$ cat config.mk
export PLATFORM = sky130hd
export DESIGN_NAME = fu_wb_arbiter
export DESIGN_NICKNAME = d
export VERILOG_FILES = /design/src/rtl/fu_pkg.sv /design/src/rtl/wb_slot.sv /design/src/rtl/fu_wb_arbiter.sv
export SDC_FILE = /design/constraint.sdc
export NUM_CORES = 1
export LEC_CHECK = 0
export BUFFER_PORTS_ARGS = -buffer_cell sky130_fd_sc_hd__buf_2
export CAP_MARGIN = 20
export CORE_MARGIN = 4
export CORE_UTILIZATION = 40
export DETAILED_ROUTE_END_ITERATION = 8
export PLACE_DENSITY_LB_ADDON = 0.2
export SLEW_MARGIN = 20
export SYNTH_ARGS = -nofsm -noshare
export SYNTH_HDL_FRONTEND = slang
export SYNTH_SLANG_ARGS = --single-unit
export TNS_END_PERCENT = 30
$ cat constraint.sdc
create_clock -name clk -period 15.2 [get_ports clk]
set_clock_uncertainty 0.1 [all_clocks]
set_input_delay 4.56 -clock clk [delete_from_list [all_inputs] [get_ports clk]]
set_output_delay 4.56 -clock clk [all_outputs]
set_load 0.05 [all_outputs]
$ cat src/rtl/fu_pkg.sv
// Shared constants and the holding-slot entry type for the functional-unit
// write-back arbiter.
package fu_pkg;

    localparam int XLEN     = 32;
    localparam int NUM_SRC  = 5;
    localparam int IDX_ALU  = 0;
    localparam int IDX_MEM  = 1;
    localparam int IDX_MUL  = 2;
    localparam int IDX_DIV  = 3;
    localparam int IDX_JUMP = 4;

    typedef struct packed {
        logic            valid;
        logic [4:0]      rd;
        logic [XLEN-1:0] data;
        logic            taken;
        logic [XLEN-1:0] pc;
    } slot_t;

endpackage

$ cat src/rtl/wb_slot.sv
// Single-entry holding slot for one functional-unit result. A finish pulse
// that arrives while the slot is occupied is dropped and flagged on ovf_o.
module wb_slot
    import fu_pkg::*;
(
    input  logic            clk,
    input  logic            rst,
    input  logic            fin_i,
    input  logic            grant_i,
    input  logic [4:0]      rd_i,
    input  logic [XLEN-1:0] data_i,
    input  logic            taken_i,
    input  logic [XLEN-1:0] pc_i,
    output logic            valid_o,
    output logic [4:0]      rd_o,
    output logic [XLEN-1:0] data_o,
    output logic            taken_o,
    output logic [XLEN-1:0] pc_o,
    output logic            ovf_o
);

    slot_t entry_q;
    slot_t entry_d;

    // Next entry: a grant always empties the slot; capture only into an empty slot.
    always_comb begin
        entry_d = entry_q;
        if (grant_i) begin
            entry_d.valid = 1'b0;
        end else if (fin_i && !entry_q.valid) begin
            entry_d.valid = 1'b1;
            entry_d.rd    = rd_i;
            entry_d.data  = data_i;
            entry_d.taken = taken_i;
            entry_d.pc    = pc_i;
        end else begin
            entry_d = entry_q;
        end
    end

    // Slot storage register.
    always_ff @(posedge clk or posedge rst) begin
        if (rst) begin
            entry_q <= '0;
        end else begin
            entry_q <= entry_d;
        end
    end

    assign valid_o = entry_q.valid;
    assign rd_o    = entry_q.rd;
    assign data_o  = entry_q.data;
    assign taken_o = entry_q.taken;
    assign pc_o    = entry_q.pc;
    assign ovf_o   = fin_i & entry_q.valid;

endmodule

$ cat src/rtl/fu_wb_arbiter.sv
// Write-back arbiter: one holding slot per functional unit, one registered
// write-back per cycle. Define WB_ROUND_ROBIN_EN for round-robin arbitration.
module fu_wb_arbiter #(
    parameter int XLEN     = fu_pkg::XLEN,
    parameter int NUM_SRC  = fu_pkg::NUM_SRC,
    parameter int JUMP_IDX = fu_pkg::IDX_JUMP
) (
    input  logic                    clk,
    input  logic                    rst,
    input  logic [NUM_SRC-1:0]      fin_i,
    input  logic [5*NUM_SRC-1:0]    rd_i,
    input  logic [XLEN*NUM_SRC-1:0] data_i,
    input  logic                    jmp_taken_i,
    input  logic [XLEN-1:0]         jmp_pc_i,
    output logic [NUM_SRC-1:0]      hold_o,
    output logic                    wb_en,
    output logic [4:0]              wb_rd,
    output logic [XLEN-1:0]         wb_data,
    output logic [2:0]              wb_src,
    output logic                    redirect_valid,
    output logic [XLEN-1:0]         redirect_pc,
    output logic                    overflow_err
);
    import fu_pkg::slot_t;

    slot_t              slot_s [NUM_SRC];
    logic [NUM_SRC-1:0] valid_s;
    logic [NUM_SRC-1:0] ovf_s;
    logic [NUM_SRC-1:0] gnt_vec_s;
    logic               gnt_any_s;
    logic [2:0]         gnt_idx_s;
    slot_t              gnt_entry_s;

    logic               wb_en_q, wb_en_d;
    logic [4:0]         wb_rd_q, wb_rd_d;
    logic [XLEN-1:0]    wb_data_q, wb_data_d;
    logic [2:0]         wb_src_q, wb_src_d;
    logic               rv_q, rv_d;
    logic [XLEN-1:0]    rpc_q, rpc_d;
    logic               ovf_q, ovf_d;

    for (genvar k = 0; k < NUM_SRC; k++) begin : g_slot
        wb_slot u_slot (
            .clk     (clk),
            .rst     (rst),
            .fin_i   (fin_i[k]),
            .grant_i (gnt_vec_s[k]),
            .rd_i    (rd_i[5*k +: 5]),
            .data_i  (data_i[XLEN*k +: XLEN]),
            .taken_i ((k == JUMP_IDX) ? jmp_taken_i : 1'b0),
            .pc_i    ((k == JUMP_IDX) ? jmp_pc_i : {XLEN{1'b0}}),
            .valid_o (slot_s[k].valid),
            .rd_o    (slot_s[k].rd),
            .data_o  (slot_s[k].data),
            .taken_o (slot_s[k].taken),
            .pc_o    (slot_s[k].pc),
            .ovf_o   (ovf_s[k])
        );
        assign valid_s[k] = slot_s[k].valid;
    end

`ifdef WB_ROUND_ROBIN_EN
    logic [2:0]           rr_q;
    logic [2*NUM_SRC-1:0] dbl_s;
    logic [NUM_SRC-1:0]   rot_s;
    logic [NUM_SRC-1:0]   rot_low_s;
    logic [2:0]           off_s;
    logic [3:0]           sum_s;

    // Rotate the request vector so the search starts just after the last grant.
    always_comb begin
        dbl_s     = {valid_s, valid_s} >> (rr_q + 3'd1);
        rot_s     = dbl_s[NUM_SRC-1:0];
        rot_low_s = rot_s & (~rot_s + {{(NUM_SRC-1){1'b0}}, 1'b1});
        off_s     = 3'd0;
        for (int k = 0; k < NUM_SRC; k++) begin
            off_s = off_s | ({3{rot_low_s[k]}} & 3'(k));
        end
        sum_s     = {1'b0, rr_q} + 4'd1 + {1'b0, off_s};
        gnt_any_s = |valid_s;
        if (sum_s >= 4'(NUM_SRC)) begin
            gnt_idx_s = 3'(sum_s - 4'(NUM_SRC));
        end else begin
            gnt_idx_s = sum_s[2:0];
        end
    end

    // Round-robin pointer remembers the most recent grant.
    always_ff @(posedge clk or posedge rst) begin
        if (rst) begin
            rr_q <= 3'd0;
        end else if (gnt_any_s) begin
            rr_q <= gnt_idx_s;
        end else begin
            rr_q <= rr_q;
        end
    end
`else
    logic [NUM_SRC-1:0] low_s;

    // Fixed priority: the redirect source first, then the lowest index.
    always_comb begin
        low_s     = valid_s & (~valid_s + {{(NUM_SRC-1){1'b0}}, 1'b1});
        gnt_any_s = |valid_s;
        gnt_idx_s = 3'd0;
        if (valid_s[JUMP_IDX]) begin
            gnt_idx_s = 3'(JUMP_IDX);
        end else begin
            for (int k = 0; k < NUM_SRC; k++) begin
                gnt_idx_s = gnt_idx_s | ({3{low_s[k]}} & 3'(k));
            end
        end
    end
`endif

    // One-hot grant and the selected slot contents.
    always_comb begin
        gnt_vec_s   = gnt_any_s ? (NUM_SRC'(1) << gnt_idx_s) : {NUM_SRC{1'b0}};
        gnt_entry_s = '0;
        for (int k = 0; k < NUM_SRC; k++) begin
            gnt_entry_s = gnt_entry_s | ({$bits(slot_t){gnt_vec_s[k]}} & slot_s[k]);
        end
    end

    // Write-back next state; address, data and source hold when nothing is granted.
    always_comb begin
        wb_rd_d   = wb_rd_q;
        wb_data_d = wb_data_q;
        wb_src_d  = wb_src_q;
        ovf_d     = ovf_q | (|ovf_s);
        if (gnt_any_s) begin
            wb_en_d   = (gnt_entry_s.rd != 5'd0);
            wb_rd_d   = gnt_entry_s.rd;
            wb_data_d = gnt_entry_s.data;
            wb_src_d  = gnt_idx_s;
            rv_d      = (gnt_idx_s == 3'(JUMP_IDX)) && gnt_entry_s.taken;
        end else begin
            wb_en_d   = 1'b0;
            rv_d      = 1'b0;
        end
        if (rv_d) begin
            rpc_d = gnt_entry_s.pc;
        end else begin
            rpc_d = rpc_q;
        end
    end

    // Output registers.
    always_ff @(posedge clk or posedge rst) begin
        if (rst) begin
            wb_en_q   <= 1'b0;
            wb_rd_q   <= 5'd0;
            wb_data_q <= {XLEN{1'b0}};
            wb_src_q  <= 3'd0;
            rv_q      <= 1'b0;
            rpc_q     <= {XLEN{1'b0}};
            ovf_q     <= 1'b0;
        end else begin
            wb_en_q   <= wb_en_d;
            wb_rd_q   <= wb_rd_d;
            wb_data_q <= wb_data_d;
            wb_src_q  <= wb_src_d;
            rv_q      <= rv_d;
            rpc_q     <= rpc_d;
            ovf_q     <= ovf_d;
        end
    end

    assign hold_o         = valid_s;
    assign wb_en          = wb_en_q;
    assign wb_rd          = wb_rd_q;
    assign wb_data        = wb_data_q;
    assign wb_src         = wb_src_q;
    assign redirect_valid = rv_q;
    assign redirect_pc    = rpc_q;
    assign overflow_err   = ovf_q;

endmodule

==> results of run 1 <==
## metal layers
metal  vias up  global-route usage [%]  wire [µm]  part of all wire (%)
li1       4109                       -          -                     -
met1      4422                    25.9      14400                    43
met2       265                    30.7      15500                    46
met3        61                    6.23       2880                   8.6
met4        22                    4.32        569                   1.7
met5         -                       0        136                  0.41
## power by group
group	total (W)	switching, W	internal (W)
Sequential	0.00120	0.000143	0.00106
Combinational	0.000962	0.000626	0.000337
Clock	0.000845	0.000318	0.000526
Total	0.00301	0.00109	0.00192
## through the flow
step / hold WS [ns] / cells / cell area (µm²)
after global placement: 0.356 / 1657 / 14400
final: 0.382 / 1723 / 15600
after floorplan: 0.372 / 1024 / 12600
after global routing: 0.409 / 1718 / 15600
after detailed placement: 0.366 / 1657 / 14400
after CTS: 0.385 / 1718 / 15600
## cell usage after synthesis
library cell and number:
sky130_fd_sc_hd__dfrtp_1 298, sky130_fd_sc_hd__mux2_2 218, sky130_fd_sc_hd__a21oi_1 106, sky130_fd_sc_hd__nand2_1 82, sky130_fd_sc_hd__clkbuf_1 42, sky130_fd_sc_hd__nand3b_1 38, sky130_fd_sc_hd__nor2_1 38, sky130_fd_sc_hd__o21ai_0 38
sky130_fd_sc_hd__inv_1 34, sky130_fd_sc_hd__a221o_1 32, sky130_fd_sc_hd__nor2_2 30, sky130_fd_sc_hd__buf_2 25, sky130_fd_sc_hd__nor2b_1 7, sky130_fd_sc_hd__buf_4 5, sky130_fd_sc_hd__buf_6 5, sky130_fd_sc_hd__buf_1 4
sky130_fd_sc_hd__nor3_1 4, sky130_fd_sc_hd__a21o_1 3, sky130_fd_sc_hd__a22oi_1 3, sky130_fd_sc_hd__nand2b_1 3, sky130_fd_sc_hd__a211o_1 2, sky130_fd_sc_hd__a221oi_1 2, sky130_fd_sc_hd__nand3_1 1, sky130_fd_sc_hd__nand4_1 1
sky130_fd_sc_hd__nor4_1 1, sky130_fd_sc_hd__or3_1 1, sky130_fd_sc_hd__or3_4 1
## worst max path at each step
stage	end	slack [ns]	cells after the start	startpoint
floorplan	g_slot[0].u_slot.data_o[0]$_DFFE_PP0P_	2.31	1	rst
finish	hold_o[4]	8.93	1	g_slot[4].u_slot.valid_o$_DFFE_PP0P_
CTS	hold_o[4]	8.86	1	g_slot[4].u_slot.valid_o$_DFFE_PP0P_
global placement	g_slot[4].u_slot.pc_o[13]$_DFFE_PP0P_	8.40	4	fin_i[4]
global route	hold_o[4]	8.81	1	g_slot[4].u_slot.valid_o$_DFFE_PP0P_
detailed placement	g_slot[4].u_slot.pc_o[17]$_DFFE_PP0P_	8.37	4	fin_i[4]
## flip-flops by register name, summed over array words and instances (netlist names)
register	flops
g_slot.u_slot.data_o	160
g_slot.u_slot.pc_o	32
g_slot.u_slot.rd_o	25
g_slot.u_slot.taken_o	1
g_slot.u_slot.valid_o	5
overflow_err	1
redirect_pc	32
redirect_valid	1
wb_data	32
wb_en	1
wb_rd	5
wb_src	3
## worst register-to-register path, cell delays in order (launching register included)
cell                      delay (ns)
sky130_fd_sc_hd__dfrtp_4        0.67
sky130_fd_sc_hd__buf_4          0.42
sky130_fd_sc_hd__nor2b_4        0.79
sky130_fd_sc_hd__buf_4          0.68
sky130_fd_sc_hd__mux2_2         0.45
## layout make-up
cell class	instances	share of cell area, %
antenna	5	0.0803
clock buffer	56	7.05
clock inverter	5	0.498
inverter	34	0.868
multi-input combinational	611	29.9
sequential	298	48.0
tap	396	3.18
timing repair buffer	318	10.4
## placed cells by master, fill, tap and decap left out, types with 3 or more instances in the layout
master	synthesis	final
sky130_fd_sc_hd__buf_2	25	304
sky130_fd_sc_hd__dfrtp_1	298	293
sky130_fd_sc_hd__mux2_2	218	218
sky130_fd_sc_hd__a21oi_1	106	106
sky130_fd_sc_hd__nand2_1	82	82
sky130_fd_sc_hd__o21ai_0	38	38
sky130_fd_sc_hd__nand3b_1	38	38
sky130_fd_sc_hd__nor2_1	38	38
sky130_fd_sc_hd__clkbuf_16	0	37
sky130_fd_sc_hd__inv_1	34	33
sky130_fd_sc_hd__a221o_1	32	32
sky130_fd_sc_hd__nor2_2	30	30
sky130_fd_sc_hd__buf_4	5	14
sky130_fd_sc_hd__clkbuf_8	0	10
sky130_fd_sc_hd__clkbuf_1	42	9
sky130_fd_sc_hd__diode_2	0	5
sky130_fd_sc_hd__nor2b_4	0	5
sky130_fd_sc_hd__nor3_1	4	4
sky130_fd_sc_hd__a22oi_1	3	3
sky130_fd_sc_hd__nand2b_1	3	3
sky130_fd_sc_hd__a21o_1	3	3
sky130_fd_sc_hd__dfrtp_2	0	3
## kinds of logic after synthesis
family | after synthesis
flip-flops | 298
AO/OA/AOI/OAI | 186
buffers and inverters | 115
multiplexers | 218
AND/OR/NAND/NOR | 207
==> impl_metrics.json, run 1 <==
{
  "run_status": "finished, final reports clean",
  "placement_rows": 64,
  "critPathMaxFanout": 44,
  "clock_tree.buffer_depth": 3,
  "path_clk_slew_ns": 0.06,
  "post_drt_via_cell_ratio": 5.15,
  "critical_path.top_delay_family": "flip-flops",
  "initial_utilization_pct": 40.8,
  "critical_path.cell_chain": "buf_2",
  "grt_first_pass_wirelength_mm": 52.0,
  "finalWirelength_mm": 33.5,
  "fmax_mhz": 159,
  "post-route-worst-setup-slack_ns": 8.93,
  "die_width_um": 185,
  "clock_insertion_delay_at_the_later_pin_of_the_skew_report_ns": 0.51,
  "pwr_density_cell_nw_per_um2": 193,
  "syn_to_final_growth_pct": 23.7,
  "cts_repair_resize_count": 0,
  "numCtsBuffers": 35,
  "place.gp.congestion": 0.764,
  "route.vias.total": 8879,
  "seq_area_um2": 7470,
  "yosys.area_share.xor_xnor_pct": 0,
  "design.final.nets": 1523,
  "cap_viol_max_count": 0,
  "rrSetupSlack_ns": 11.98,
  "synth.top_cell.area_share_pct": 59.2,
  "worstPathRequired_ns": 10.54,
  "critical_path.n_buffers_inverters": 1,
  "r2r.worst_path.cells": 4,
  "drtIter0Drc": 482,
  "worstSetupStartpointType": "flop",
  "min-delay-path-class": "flop to flop",
  "timing.final.crit_share_pct": 41.3,
  "worst_r2r_end": "g_slot[4].u_slot.pc_o[17]$_DFFE_PP0P_",
  "root_buffer": "sky130_fd_sc_hd__clkbuf_16",
  "number_of_buffers_inserted_by_post_cts_setup_repair": 0,
  "synth.largest_area_cell": "sky130_fd_sc_hd__dfrtp_1",
  "post_synth_mux_area_share_pct": 19.5,
  "firstDrtPassIters": 4,
  "core_region_area_um2": 30800,
  "worst_path_largest_cell_delay_ns": 0.73,
  "multi_input_area_um2": 4660,
  "syn-cell-area_um2": 12600,
  "synth_cells": 1024,
  "synth_compound_gate_area_share_pct": 8.90,
  "holdPathEnd": "wb_rd[2]$_DFFE_PP0P_",
  "post-route-min-period_ns": 6.27,
  "yosys.area_share.adder_pct": 0,
  "grt.total_usage_pct": 19.3,
  "final_layout_size_suffix_gt1_share_pct": 47.7,
  "report.final.hold_viol_count": 0,
  "slew_violations": 0,
  "finalCoreUtilization_pct": 50.5,
  "synth.lib_cells_used.distinct": 27,
  "cts-htree-levels": 2,
  "synth-seq-area-share_pct": 59.2,
  "postSynthRegisterBits": 298,
  "routedWlPerCell_um": 19.4,
  "fill_cells": 2809,
  "antenna_violations_before_repair": 13,
  "post_synth_and_or_nand_nor_area_fraction_pct": 8.27,
  "gr-total-overflow": 0,
  "cpMaxStageDelayCell": "sky130_fd_sc_hd__dfrtp_4",
  "finalSetupViolCount": 0,
  "worst_r2r_start": "g_slot[4].u_slot.valid_o$_DFFE_PP0P_",
  "detail_route.drc_violations": 0,
  "vdd_drop_max_v": 0.000127,
  "hold_path.startpoint": "wb_rd[2]$_DFFE_PP0P_",
  "synth.area.top_cells": "sky130_fd_sc_hd__dfrtp_1, sky130_fd_sc_hd__mux2_2, sky130_fd_sc_hd__a21oi_1",
  "num_ports": 305,
  "cts_hold_repair.buffers": 0,
  "timing.slew.headroom_pct": 40.1,
  "rsz_0062_raised_after_global_routing": "no",
  "avgSynthCellArea_um2": 12.3,
  "synth_top_family_by_area": "multiplexers",
  "worst-slew-pin-transition_ns": 0.897,
  "buffer_ports.inserted": 304,
  "cts.sink_count": 298,
  "synth_warnings": 0,
  "p_leak_nw": 7.09,
  "tritoncts": "built",
  "grt_max_degree": 127,
  "hpwlAfterDp_mm": 22.3,
  "crit_type": "flop to output pin",
  "endpoint_type_of_the_worst_setup_path": "output pin",
  "residual_antenna_violating_net_count_after_detailed_routing": 0,
  "via_count_of_the_first_global_routing_pass": 9387,
  "timing.hold.worst_path_depth": 2,
  "fin_setup_tns_ns": 0,
  "preCtsSetupSlack_ns": 8.37,
  "timing.critical_path.arrival_ns": 1.61,
  "fp.dieArea_um2": 34400,
  "synth_fp_nets": 1249,
  "report.power.total_w": 0.00301,
  "chipHeight_um": 185
}
Power figures use the tool's default switching activity.
==> inputs of run 2 (changes only) <==
- ABC_AREA: not set -> 1
- clock period: 15.2 -> 5 ns (I/O delays scaled with it)
==> run 2 against run 1 <==
  * Clock-buffer cell count shrank 8
  * Routed wire length grew 0.60%
  * Critical path depth stayed put
  * Largest power group unchanged
  * Clock power grew to 2.7 times the previous value
  * Largest cell class unchanged
  * Cell count increased by 11%
  * Synthesized cell count rose by 19%
==> impl_metrics.json, run 2 <==
{
  "critical_path.top_delay_family": "flip-flops",
  "synth_warnings": 0,
  "synth_fp_nets": 1445,
  "syn_to_final_growth_pct": 23.6,
  "rsz_0062_raised_after_global_routing": "no",
  "critPathMaxFanout": 42,
  "synth_cells": 1220,
  "placement_rows": 63,
  "critical_path.cell_chain": "buf_2",
  "timing.critical_path.arrival_ns": 1.97,
  "synth_enable_flop_cells": 0,
  "root_buffer": "sky130_fd_sc_hd__clkbuf_16",
  "run_status": "finished, final reports clean",
  "place.gp.congestion": 0.788,
  "buffer_ports.inserted": 304,
  "cts_repair_resize_count": 0,
  "hpwlAfterDp_mm": 22.5,
  "via_count_of_the_first_global_routing_pass": 9699,
  "numCtsBuffers": 31,
  "worstPathRequired_ns": 3.40,
  "synth.area.top_cells": "sky130_fd_sc_hd__dfrtp_1, sky130_fd_sc_hd__nand2_1, sky130_fd_sc_hd__mux2_2",
  "synth.top_cell.area_share_pct": 61.7,
  "synth_most_common_cell": "sky130_fd_sc_hd__nand2_1",
  "grt_max_degree": 120,
  "yosys-top-cells-count": "sky130_fd_sc_hd__nand2_1, sky130_fd_sc_hd__dfrtp_1, sky130_fd_sc_hd__a21oi_1",
  "tritoncts": "built",
  "clock_tree.buffer_depth": 3,
  "cts.sink_count": 298,
  "ys_async_sr_fraction_pct": 100,
  "post-route-min-period_ns": 3.57,
  "post_drt_via_cell_ratio": 4.91,
  "chipHeight_um": 182,
  "synth-seq-area-share_pct": 61.7,
  "timing.slew.headroom_pct": 33.5,
  "clock_insertion_delay_at_the_later_pin_of_the_skew_report_ns": 0.55,
  "cpMaxStageDelayCell": "sky130_fd_sc_hd__dfrtp_2",
  "antenna_violations_before_repair": 10,
  "residual_antenna_violating_net_count_after_detailed_routing": 0,
  "path_clk_slew_ns": 0.06,
  "number_of_buffers_inserted_by_post_cts_setup_repair": 0,
  "die_width_um": 182,
  "avgSynthCellArea_um2": 9.91,
  "synth.largest_area_cell": "sky130_fd_sc_hd__dfrtp_1",
  "firstDrtPassIters": 5,
  "routedWlPerCell_um": 17.5,
  "crit_type": "flop to output pin",
  "postSynthRegisterBits": 298,
  "post-route-worst-setup-slack_ns": 1.43,
  "vdd_drop_max_v": 0.000286,
  "min-delay-path-class": "flop to flop",
  "report.final.hold_viol_count": 0,
  "preCtsSetupSlack_ns": 1.71,
  "gr-total-overflow": 0,
  "cts_hold_repair.buffers": 0,
  "finalSetupViolCount": 0,
  "initial_utilization_pct": 40.7,
  "final_common_cell": "sky130_fd_sc_hd__nand2_1",
  "fmax_mhz": 280,
  "core_region_area_um2": 29700,
  "largest_reg_flops": 160,
  "endpoint_type_of_the_worst_setup_path": "output pin",
  "worst_path_largest_cell_delay_ns": 1.01,
  "finalWirelength_mm": 33.7,
  "slew_violations": 0,
  "grt.total_usage_pct": 20.0,
  "route.vias.total": 9413,
  "cts-htree-levels": 1,
  "pwr_density_cell_nw_per_um2": 559,
  "grt_first_pass_wirelength_mm": 53.1,
  "design.final.nets": 1726,
  "detail_route.drc_violations": 0,
  "critical_path.n_buffers_inverters": 1,
  "fp.dieArea_um2": 33100,
  "final_layout_size_suffix_gt1_share_pct": 30.4,
  "synth.lib_cells_used.distinct": 29,
  "worstSetupStartpointType": "flop",
  "p_leak_nw": 7.66,
  "cap_viol_max_count": 0,
  "drtIter0Drc": 569,
  "timing.final.crit_share_pct": 71.5,
  "num_ports": 305,
  "hold-worst-slack_ns": 0.367,
  "dominantRegCellSynth": "sky130_fd_sc_hd__dfrtp_1",
  "worst-slew-pin-transition_ns": 0.996,
  "syn-cell-area_um2": 12100,
  "layout.cells.most_common_list": "sky130_fd_sc_hd__nand2_1, sky130_fd_sc_hd__buf_2, sky130_fd_sc_hd__dfrtp_1, sky130_fd_sc_hd__a21oi_1, sky130_fd_sc_hd__inv_1"
}
==> run 2: final cells by class <==
cell class | count | area (µm²)
well taps | 390 | 488
clock inverters | 8 | 68.8
repair buffers | 316 | 1670
fillers | 2860 | 14800
diodes | 4 | 10.0
flip-flops and latches | 298 | 7460
clock buffers | 48 | 960
multi-input cells | 750 | 3890
inverters | 104 | 395
==> run 2: final timing paths <==
kind | startpoint | end | slack (ns) | cells past startpoint
setup / recovery | g_slot[4].u_slot.valid_o$_DFFE_PP0P_ | hold_o[4] | 1.43 | 1
hold / removal | g_slot[4].u_slot.pc_o[6]$_DFFE_PP0P_ | redirect_pc[6]$_DFFE_PP0P_ | 0.37 | 2
setup reg to reg | g_slot[4].u_slot.valid_o$_DFFE_PP0P_ | wb_en$_DFF_PP0_ | 1.99 | 7
hold reg to reg | g_slot[4].u_slot.pc_o[6]$_DFFE_PP0P_ | redirect_pc[6]$_DFFE_PP0P_ | 0.37 | 2
max in group asynchronous | rst | g_slot[3].u_slot.data_o[12]$_DFFE_PP0P_ | 2.76 | 3
min in group asynchronous | rst | g_slot[4].u_slot.rd_o[0]$_DFFE_PP0P_ | 0.96 | 2
==> run 2: report_power, final <==
part | internal, W | switching, W | total, W | leakage [nW]
sequential | 0.00317 | 0.000390 | 0.00356 | 3.53
combinational | 0.000805 | 0.00169 | 0.00250 | 3.61
clock | 0.00136 | 0.000923 | 0.00228 | 0.516
total | 0.00534 | 0.00301 | 0.00834 | 7.66
==> run 2: per-stage QoR <==
| stage | cell area, µm² | power, W | util (%) | std cells | TNS [ns] |
|---|---|---|---|---|---|
| floorplan | 12100 | 0.00541 | - | 1220 | -166.61 |
| global placement | 13900 | 0.00606 | 46.7 | 1857 | 0 |
| detailed placement | 13900 | 0.00612 | 46.7 | 1857 | 0 |
| CTS | 14900 | 0.00843 | 50.1 | 1913 | 0 |
| global route | 14900 | 0.00885 | 50.3 | 1915 | 0 |
| finish | 14900 | 0.00834 | 50.3 | 1918 | 0 |
==> run 2: logic make-up after synthesis <==
group / share of synthesized area [%]
buffers and inverters: 6.33
AOI/OAI and AO/OA: 8.19
muxes: 7.55
DFF: 61.7
and+or+nand+nor: 16.2
==> run 2: layer usage <==
layer / track usage, % / vias up / share of wire [%]
li1: - / 4525 / -
met1: 26.9 / 4539 / 43
met4: 4.62 / 14 / 2.0
met3: 6.11 / 63 / 8.2
met5: 0 / - / 0.27
met2: 31.9 / 272 / 47
==> run 2: worst min-delay path, stage by stage, from the launching register on <==
cell	delay (ns)
sky130_fd_sc_hd__dfrtp_1	0.34
sky130_fd_sc_hd__nand2_1	0.05
sky130_fd_sc_hd__nand2_1	0.05
==> inputs of run 3 (changes only) <==
- clock period: 5 -> 3 ns (I/O delays scaled with it)
==> run 3 against run 2 <==
  * Sequential share of layout area decreased by 0.90 points
  * Sequential power rose by 67%
  * Cell area is 1.8% higher
  * Hold slack better by 0.0019 ns
  * Critical path depth rose by 1
  * Routed wire length is 2.3% higher
  * Register-to-register slack worse by 1.0 ns
  * Via count rose by 0.14%
  * Utilization increased by 0.92 points
  * Global-route usage is 0.60 points higher
  * Non-clock buffer count increased by 17
  * Critical endpoint unchanged
==> impl_metrics.json, run 3 (synthesis gave the netlist of run 2 again) <==
{
  "run_status": "finished, final reports clean",
  "finalWirelength_mm": 34.4,
  "core_region_area_um2": 29700,
  "timing.critical_path.arrival_ns": 1.55,
  "fin_setup_tns_ns": 0,
  "numCtsBuffers": 34,
  "initial_utilization_pct": 40.7,
  "residual_antenna_violating_net_count_after_detailed_routing": 0,
  "routedWlPerCell_um": 17.8,
  "hpwlAfterDp_mm": 24.5,
  "design.final.nets": 1746,
  "cts.sink_count": 298,
  "detailed_place.area_um2": 14100,
  "die_width_um": 182,
  "detail_route.drc_violations": 0,
  "endpoint_type_of_the_worst_setup_path": "output pin",
  "largest_reg_flops": 160,
  "cts_hold_repair.buffers": 0,
  "buffer_ports.inserted": 304,
  "critical_path.top_delay_family": "buffers and inverters",
  "post_drt_via_cell_ratio": 4.87,
  "route.vias.total": 9426,
  "tritoncts": "built",
  "slew_violations": 0,
  "syn_to_final_growth_pct": 25.9,
  "relative_contribution_of_the_clock_network_to_total_power_pct": 28.9,
  "layout.cells.most_common_list": "sky130_fd_sc_hd__nand2_1, sky130_fd_sc_hd__buf_2, sky130_fd_sc_hd__dfrtp_1, sky130_fd_sc_hd__a21oi_1, sky130_fd_sc_hd__inv_1",
  "crit_type": "flop to output pin",
  "chipHeight_um": 182,
  "cts-htree-levels": 2,
  "cpMaxStageDelayCell": "sky130_fd_sc_hd__dfrtp_2",
  "final_cell_area_um2": 15200,
  "vdd_drop_max_v": 0.000502,
  "sequentialPowerShare_pct": 41.5,
  "final_layout_size_suffix_gt1_share_pct": 31.4,
  "internal_power_w": 0.00921,
  "rsz_0062_raised_after_global_routing": "no",
  "finalSetupViolCount": 0,
  "worstSetupStartpointType": "flop",
  "root_buffer": "sky130_fd_sc_hd__clkbuf_16",
  "pwr_density_cell_nw_per_um2": 941,
  "worst-slew-pin-transition_ns": 0.615,
  "grt_max_degree": 79,
  "grt.total_usage_pct": 20.6,
  "firstDrtPassIters": 4,
  "timing.slew.headroom_pct": 58.9,
  "worstPathRequired_ns": 2.00,
  "placement_rows": 63,
  "final_common_cell": "sky130_fd_sc_hd__nand2_1",
  "timing.final.crit_share_pct": 84.9,
  "clock_insertion_delay_at_the_later_pin_of_the_skew_report_ns": 0.50,
  "path_clk_slew_ns": 0.06,
  "cap_viol_max_count": 0,
  "cts_repair_resize_count": 0,
  "clock_tree.buffer_depth": 3,
  "p_leak_nw": 7.79,
  "power.net_switching_w": 0.00510,
  "post-route-min-period_ns": 2.55,
  "num_ports": 305,
  "worst_path_largest_cell_delay_ns": 0.41,
  "power_frac_comb_pct": 29.6,
  "antenna_violations_before_repair": 13,
  "place.gp.congestion": 0.829,
  "grt_first_pass_wirelength_mm": 54.2,
  "report.final.hold_viol_count": 0,
  "drtIter0Drc": 510,
  "switching_share_pct": 35.7,
  "gr-total-overflow": 0,
  "critical_path.cell_chain": "buf_4 > buf_2",
  "via_count_of_the_first_global_routing_pass": 9791,
  "critical_path.n_buffers_inverters": 2,
  "min-delay-path-class": "flop to flop",
  "critPathMaxFanout": 22,
  "number_of_buffers_inserted_by_post_cts_setup_repair": 0,
  "fp.dieArea_um2": 33100,
  "fmax_mhz": 393
}
[run 3: final timing paths]
kind / startpoint / end / slack [ns] / depth (start not counted)
worst max-delay path: g_slot[4].u_slot.valid_o$_DFFE_PP0P_ / hold_o[4] / 0.45 / 2
worst min-delay path: g_slot[4].u_slot.pc_o[7]$_DFFE_PP0P_ / redirect_pc[7]$_DFFE_PP0P_ / 0.37 / 2
worst max register to register: g_slot[0].u_slot.valid_o$_DFFE_PP0P_ / wb_data[30]$_DFFE_PP0P_ / 0.95 / 6
worst min register to register: g_slot[4].u_slot.pc_o[7]$_DFFE_PP0P_ / redirect_pc[7]$_DFFE_PP0P_ / 0.37 / 2
max in group asynchronous: rst / g_slot[2].u_slot.data_o[17]$_DFFE_PP0P_ / 1.61 / 3
min in group asynchronous: rst / g_slot[3].u_slot.rd_o[4]$_DFFE_PP0P_ / 0.38 / 2
[run 3: tightest hold or removal path, delay by kind of cell, from the launching register on]
family           cells  cell delay (ns)
DFF                  1             0.34
and+or+nand+nor      2             0.09
[run 3: per-layer routing]
layer	track usage, %	vias up	share of wire [%]
met2	32.6	285	46
met4	4.29	18	1.7
li1	-	4535	-
met1	28.1	4531	43
met5	0	-	0.30
met3	6.45	57	8.7
[run 3: power by group through the flow]
| stage | Combinational, W | Clock, W | Sequential [W] |
|---|---|---|---|
| floorplan | 0.00195 | 0 | 0.00707 |
| global route | 0.00460 | 0.00444 | 0.00609 |
| CTS | 0.00429 | 0.00425 | 0.00595 |
| detailed placement | 0.00429 | 0 | 0.00600 |
| finish | 0.00423 | 0.00414 | 0.00594 |
| global placement | 0.00419 | 0 | 0.00598 |
[run 3: through the flow]
step           total power, W  setup WS [ns]  utilization, %  hold WS, ns  cells
2_1_floorplan         0.00902          -1.96               -        0.342   1220
3_3_place_gp           0.0102          0.875            47.4        0.352   1875
3_5_place_dp           0.0103          0.855            47.4        0.361   1875
4_1_cts                0.0145          0.426            51.2        0.369   1933
5_1_grt                0.0151          0.383            51.2        0.391   1935
6_report               0.0143          0.453            51.2        0.369   1936
[run 3: area by class of cell]
| cell class | instances | area (µm²) |
|---|---|---|
| Timing Repair Buffer | 333 | 1850 |
| Tap cell | 390 | 488 |
| Sequential cell | 298 | 7460 |
| Multi-Input combinational cell | 750 | 3880 |
| Fill cell | 2805 | 14500 |
| Clock buffer | 50 | 1060 |
| Antenna cell | 3 | 7.51 |
| Inverter | 104 | 395 |
| Clock inverter | 8 | 67.6 |
